**src/rtl/usr_pkg.sv**
```systemverilog
// Shared encodings for the universal shift register and its command sequencer:
// USR mode select, command opcodes and sequencer FSM states.
package usr_pkg;

  typedef enum logic [1:0] {
    MODE_HOLD = 2'b00,
    MODE_SHR  = 2'b01,
    MODE_SHL  = 2'b10,
    MODE_LOAD = 2'b11
  } usr_mode_e;

  typedef enum logic [1:0] {
    OP_LOAD = 2'b00,
    OP_SHR  = 2'b01,
    OP_SHL  = 2'b10,
    OP_ROTR = 2'b11
  } cmd_op_e;

  typedef enum logic [1:0] {
    ST_IDLE  = 2'b00,
    ST_LOAD  = 2'b01,
    ST_SHIFT = 2'b10,
    ST_DONE  = 2'b11
  } seq_state_e;

endpackage

```
**src/rtl/usr_command_sequencer.sv**
```systemverilog
// Command-level controller for the universal shift register: accepts one
// LOAD/SHR/SHL/ROTR command per handshake, steps the USR and captures its result.
module usr_command_sequencer
  import usr_pkg::*;
#(
  parameter int WIDTH = 4,
  parameter int CNT_W = 3
) (
  input  logic             clk,
  input  logic             reset,
  input  logic             cmd_valid,
  output logic             cmd_ready,
  input  logic [1:0]       cmd_op,
  input  logic [WIDTH-1:0] cmd_data,
  input  logic [CNT_W-1:0] cmd_count,
  input  logic             cmd_fill,
  output logic [1:0]       usr_s,
  output logic [WIDTH-1:0] usr_in,
  output logic             usr_msb,
  output logic             usr_lsb,
  input  logic [WIDTH-1:0] usr_q,
  output logic             busy,
  output logic             done,
  output logic [WIDTH-1:0] result
);

  seq_state_e       r_state;
  seq_state_e       w_next;
  cmd_op_e          r_op;
  logic [WIDTH-1:0] r_data;
  logic [CNT_W-1:0] r_cnt;
  logic             r_fill;
  logic [WIDTH-1:0] r_result;
  logic             w_accept;
  usr_mode_e        w_mode;
  logic [WIDTH-1:0] w_usr_in;
  logic             w_msb;
  logic             w_lsb;

  assign w_accept = cmd_valid && (r_state == ST_IDLE);

  always_ff @(posedge clk or posedge reset) begin
    if (reset) begin
      r_state  <= ST_IDLE;
      r_op     <= OP_LOAD;
      r_data   <= '0;
      r_cnt    <= '0;
      r_fill   <= 1'b0;
      r_result <= '0;
    end else begin
      r_state <= w_next;
      if (w_accept) begin
        r_op   <= cmd_op_e'(cmd_op);
        r_data <= cmd_data;
        r_cnt  <= cmd_count;
        r_fill <= cmd_fill;
      end else if (r_state == ST_SHIFT) begin
        r_cnt <= r_cnt - CNT_W'(1);
      end
      if (r_state == ST_DONE) begin
        r_result <= usr_q;
      end
    end
  end

  // Next state and Moore outputs; ROTR feeds usr_q[0] straight back into usr_msb.
  always_comb begin
    w_next   = r_state;
    w_mode   = MODE_HOLD;
    w_usr_in = '0;
    w_msb    = 1'b0;
    w_lsb    = 1'b0;
    case (r_state)
      ST_IDLE: begin
        if (cmd_valid) begin
          if (cmd_op_e'(cmd_op) == OP_LOAD) begin
            w_next = ST_LOAD;
          end else if (cmd_count == '0) begin
            w_next = ST_DONE;
          end else begin
            w_next = ST_SHIFT;
          end
        end
      end
      ST_LOAD: begin
        w_mode   = MODE_LOAD;
        w_usr_in = r_data;
        w_next   = ST_DONE;
      end
      ST_SHIFT: begin
        case (r_op)
          OP_SHL: begin
            w_mode = MODE_SHL;
            w_lsb  = r_fill;
          end
          OP_ROTR: begin
            w_mode = MODE_SHR;
            w_msb  = usr_q[0];
          end
          default: begin
            w_mode = MODE_SHR;
            w_msb  = r_fill;
          end
        endcase
        if (r_cnt == CNT_W'(1)) begin
          w_next = ST_DONE;
        end
      end
      ST_DONE: begin
        w_next = ST_IDLE;
      end
      default: begin
        w_next = ST_IDLE;
      end
    endcase
  end

  assign cmd_ready = (r_state == ST_IDLE);
  assign busy      = (r_state != ST_IDLE);
  assign done      = (r_state == ST_DONE);
  // The USR holds during DONE, so its output is already the final value there.
  assign result    = (r_state == ST_DONE) ? usr_q : r_result;
  assign usr_s     = w_mode;
  assign usr_in    = w_usr_in;
  assign usr_msb   = w_msb;
  assign usr_lsb   = w_lsb;

endmodule

```
**config.mk**
```make
export PLATFORM = sky130hd
export DESIGN_NAME = usr_command_sequencer
export DESIGN_NICKNAME = d
export VERILOG_FILES = /design/src/rtl/usr_pkg.sv /design/src/rtl/usr_command_sequencer.sv
export SDC_FILE = /design/constraint.sdc
export NUM_CORES = 1
export LEC_CHECK = 0
export BUFFER_PORTS_ARGS = -buffer_cell sky130_fd_sc_hd__clkbuf_2
export CORE_UTILIZATION = 35
export CTS_CLUSTER_DIAMETER = 100
export CTS_CLUSTER_SIZE = 40
export DETAILED_ROUTE_END_ITERATION = 8
export PLACE_DENSITY = 0.66
export SETUP_SLACK_MARGIN = 0.4
export SLEW_MARGIN = 25
export SYNTH_ARGS = -nofsm -noshare
export SYNTH_HDL_FRONTEND = slang
export SYNTH_SLANG_ARGS = --single-unit
```
**constraint.sdc**
```tcl
create_clock -name clk -period 3.9 [get_ports clk]
set_input_delay 0.585 -clock clk [delete_from_list [all_inputs] [get_ports clk]]
set_output_delay 0.585 -clock clk [all_outputs]
set_load 0.01 [all_outputs]
```
==> summary.md <==
| Metric | Value |
|---|---|
| Leading area contributor after synthesis | dfrtp_1 |
| Top cells by area, synth | dfrtp_1, ha_1, mux2_4 |
| Min-Delay Path Class | in2async |
| Filler instances | 235 |
| Layout cells sized above 1 | between 40 and 50% |
| CTS Hold Buffers Added | 0 |
| CTS resizes | 0 |
| Setup ws final | 1750 ps |
| Total core area | 2320 µm² |
| Reg-to-Reg Start | r_state[0] |
| Vias in the first global route | 625 |
| DRT Pass-1 Iters | 4 |
| DP HPWL | 1330 µm |
| WP data arrival | 1560 ps |
| Period utilization | 55.0% |
| Htree depth | 1 |
| Port buffer count | 31 |
| GRT Residual Overflow | 0 |
| Final setup violating endpoints | 0 |
| Num CTS Buffers | 3 |
| Routed WL | 1630 µm |
| IO Count | 32 |
| Ys Warns | 0 |
| Status | finished, final reports clean |
| Sink Count | 16 |
| Final Max Slew Viols | 0 |
| Cell Area, Synth | between 800 and 900 µm² |
| Critical-path maximum fanout | 5 |
| Largest net degree at the start of global routing | 17 |
| R2r setup slk | 2330 ps |
| R2R cell count | 4 |
| Die width | 52.5 µm |
| Starting Density | 38.5% |
| Dpl cells | 136 |
| Slew Limit Headroom | 60.7% |
| Commonest cells post-synth | dfrtp_1, ha_1, a21oi_1, inv_1, mux2_2 |
| Routed vias | 651 |
| Final Hold Vio Count | 0 |
| Pre-CTS setup slack | 2050 ps |
| WP data required | 3310 ps |
| Crit path time final | 2150 ps |
| Prevailing post-synth register cell | dfrtp_1 |
| Crit. Startpoint | r_state[0] |
| Power Dens Cells | 825 nW/µm² |
| Area Overhead vs Synth | 24.1% |
| Setup TNS | 0 ps |
| Setup crit end | usr_lsb |
| Global Route Usage Sum | 13.9% |
| Syn avg cell area | 11.5 µm² |
| Die Y | 52.5 µm |
| Post-synth EDFFs | 0 |
| Clock latency on the worst-skew pair | 280 ps |
| Cell with the most instances after synthesis | dfrtp_1 |
| Drt initial violations | 6 |
| Clock Skew | 2.97 ps |
| # rows | 17 |
| DRC | 0 |
| Leak | 0.587 nW |
| Initial antenna violation count | 0 |
| RD Place Congestion | 0.732 |
| Worst Setup End Kind | output port |
| Max cap viols | 0 |
| Slew of the pin with the lowest slew margin | between 500 and 600 ps |
| RSZ-0062 raised after global routing | false |
| Clk pin slew, worst setup/hold paths | 90 ps |
| R2R Path End | r_data[1] |
| Fmax | between 400 and 500 MHz |
| Final nets | 138 |
| Routed Antenna Nets | 0 |
| Root Driver | clkbuf_4 |
| CTS tree | done |
| Post-synth ARST share | 100% |
| Die area | 2760 µm² |
| Postcts setup bufs | 0 |
| Clock Path Buffers | 2 |
| Via-per-instance ratio | 4.65 |
| Final cell count without fillers | 140 |
| Post-synth net total | approximately 100 |
| VDD IR max | between 300 and 400 µV |
| Tot Pwr | 0.914 mW |
| Final instance area | 1110 µm² |
| WS Path Type | reg2out |
| Post-synth top area share | between 40 and 50% |
| Post-synthesis register bit count | 16 |
| DP Area | around 1100 µm² |
| Global-route wire length before repair | 2680 µm |
| Antenna cells | 0 |
| Worst setup SP type | register |
| Synth Instances | 78 |
| Post-synthesis sequential area ratio | 44.8% |
| Post-DR wirelength/cell | ~12 µm |
| Synth cell types | 21 |
[cells in the final DEF, fill, tap and decap left out, types with 2 or more instances in the layout]
cell type	Yosys	routed
dfrtp_1	16	16
clkbuf_2	0	31
a21oi_1	7	7
mux2_2	7	7
clkbuf_4	0	3
nor2b_1	2	2
mux2_4	6	6
nor2_1	6	6
and2_1	5	5
nand2b_1	3	3
ha_1	8	8
inv_1	7	7
[registers in the layout, summed over array words and instances, names as in the netlist]
register,count
r_op,2
r_cnt,3
r_fill,1
r_result,4
r_state,2
r_data,4
[routing by layer]
layer  vias up  global-route usage [%]  routed length [µm]
met5         -                       0                   0
met4         0                    7.89                  25
met3         4                    3.48                  66
met2        18                    21.1                 742
met1       303                    17.8                 799
li1        326                       -                   -
[layout make-up]
type / instances / area, µm² / share of cell area [%]
Inverter: 7 / 26.3 / 2.37
Tap cell: 28 / 35.0 / 3.16
Timing Repair Buffer: 31 / 155 / 14.0
Clock buffer: 4 / 36.3 / 3.27
Multi-Input combinational cell: 54 / 455 / 41.1
Sequential cell: 16 / 400 / 36.1
[where the power goes]
part | internal (mW) | switching [mW] | leakage [nW]
Combinational | 0.262 | 0.241 | 0.380
Sequential | 0.254 | 0.0502 | 0.186
Clock | 0.0568 | 0.0499 | 0.0210
Total | 0.573 | 0.341 | 0.587
[metrics by stage]
stage / hold WS (ps) / util, %
after global placement: 480 / 46.2
after global routing: 366 / 47.8
after detailed placement: 488 / 46.2
after floorplan: 470 / -
final: 330 / 47.8
after CTS: 352 / 47.8
[critical path: stages (launching register included)]
cell and delay (ps):
dfrtp_1 410, inv_1 140, ha_1 270, inv_1 80
nor2_1 130, and2_1 130, clkbuf_2 130
[worst min path at each step]
stage	slack, ps	depth (start not counted)	from	end
after detailed placement	490	1	r_data[3]	r_data[3]
after CTS	350	2	reset	r_data[2]
after floorplan	470	1	r_data[2]	r_data[2]
after global placement	480	1	r_result[2]	r_result[2]
final	330	2	reset	r_data[2]
after global routing	370	2	reset	r_data[2]
[logic make-up after synthesis]
logic type / count (synthesis) / share of synthesized area [%]
mux: 14 / 20.0
flops: 16 / 44.8
buf+inv: 8 / 4.20
xor+xnor: 2 / 1.96
simple gates: 20 / 11.8
compound gates: 10 / 6.02
fa+ha+maj: 8 / 11.2
No activity file was read; power rests on OpenSTA's default activity.
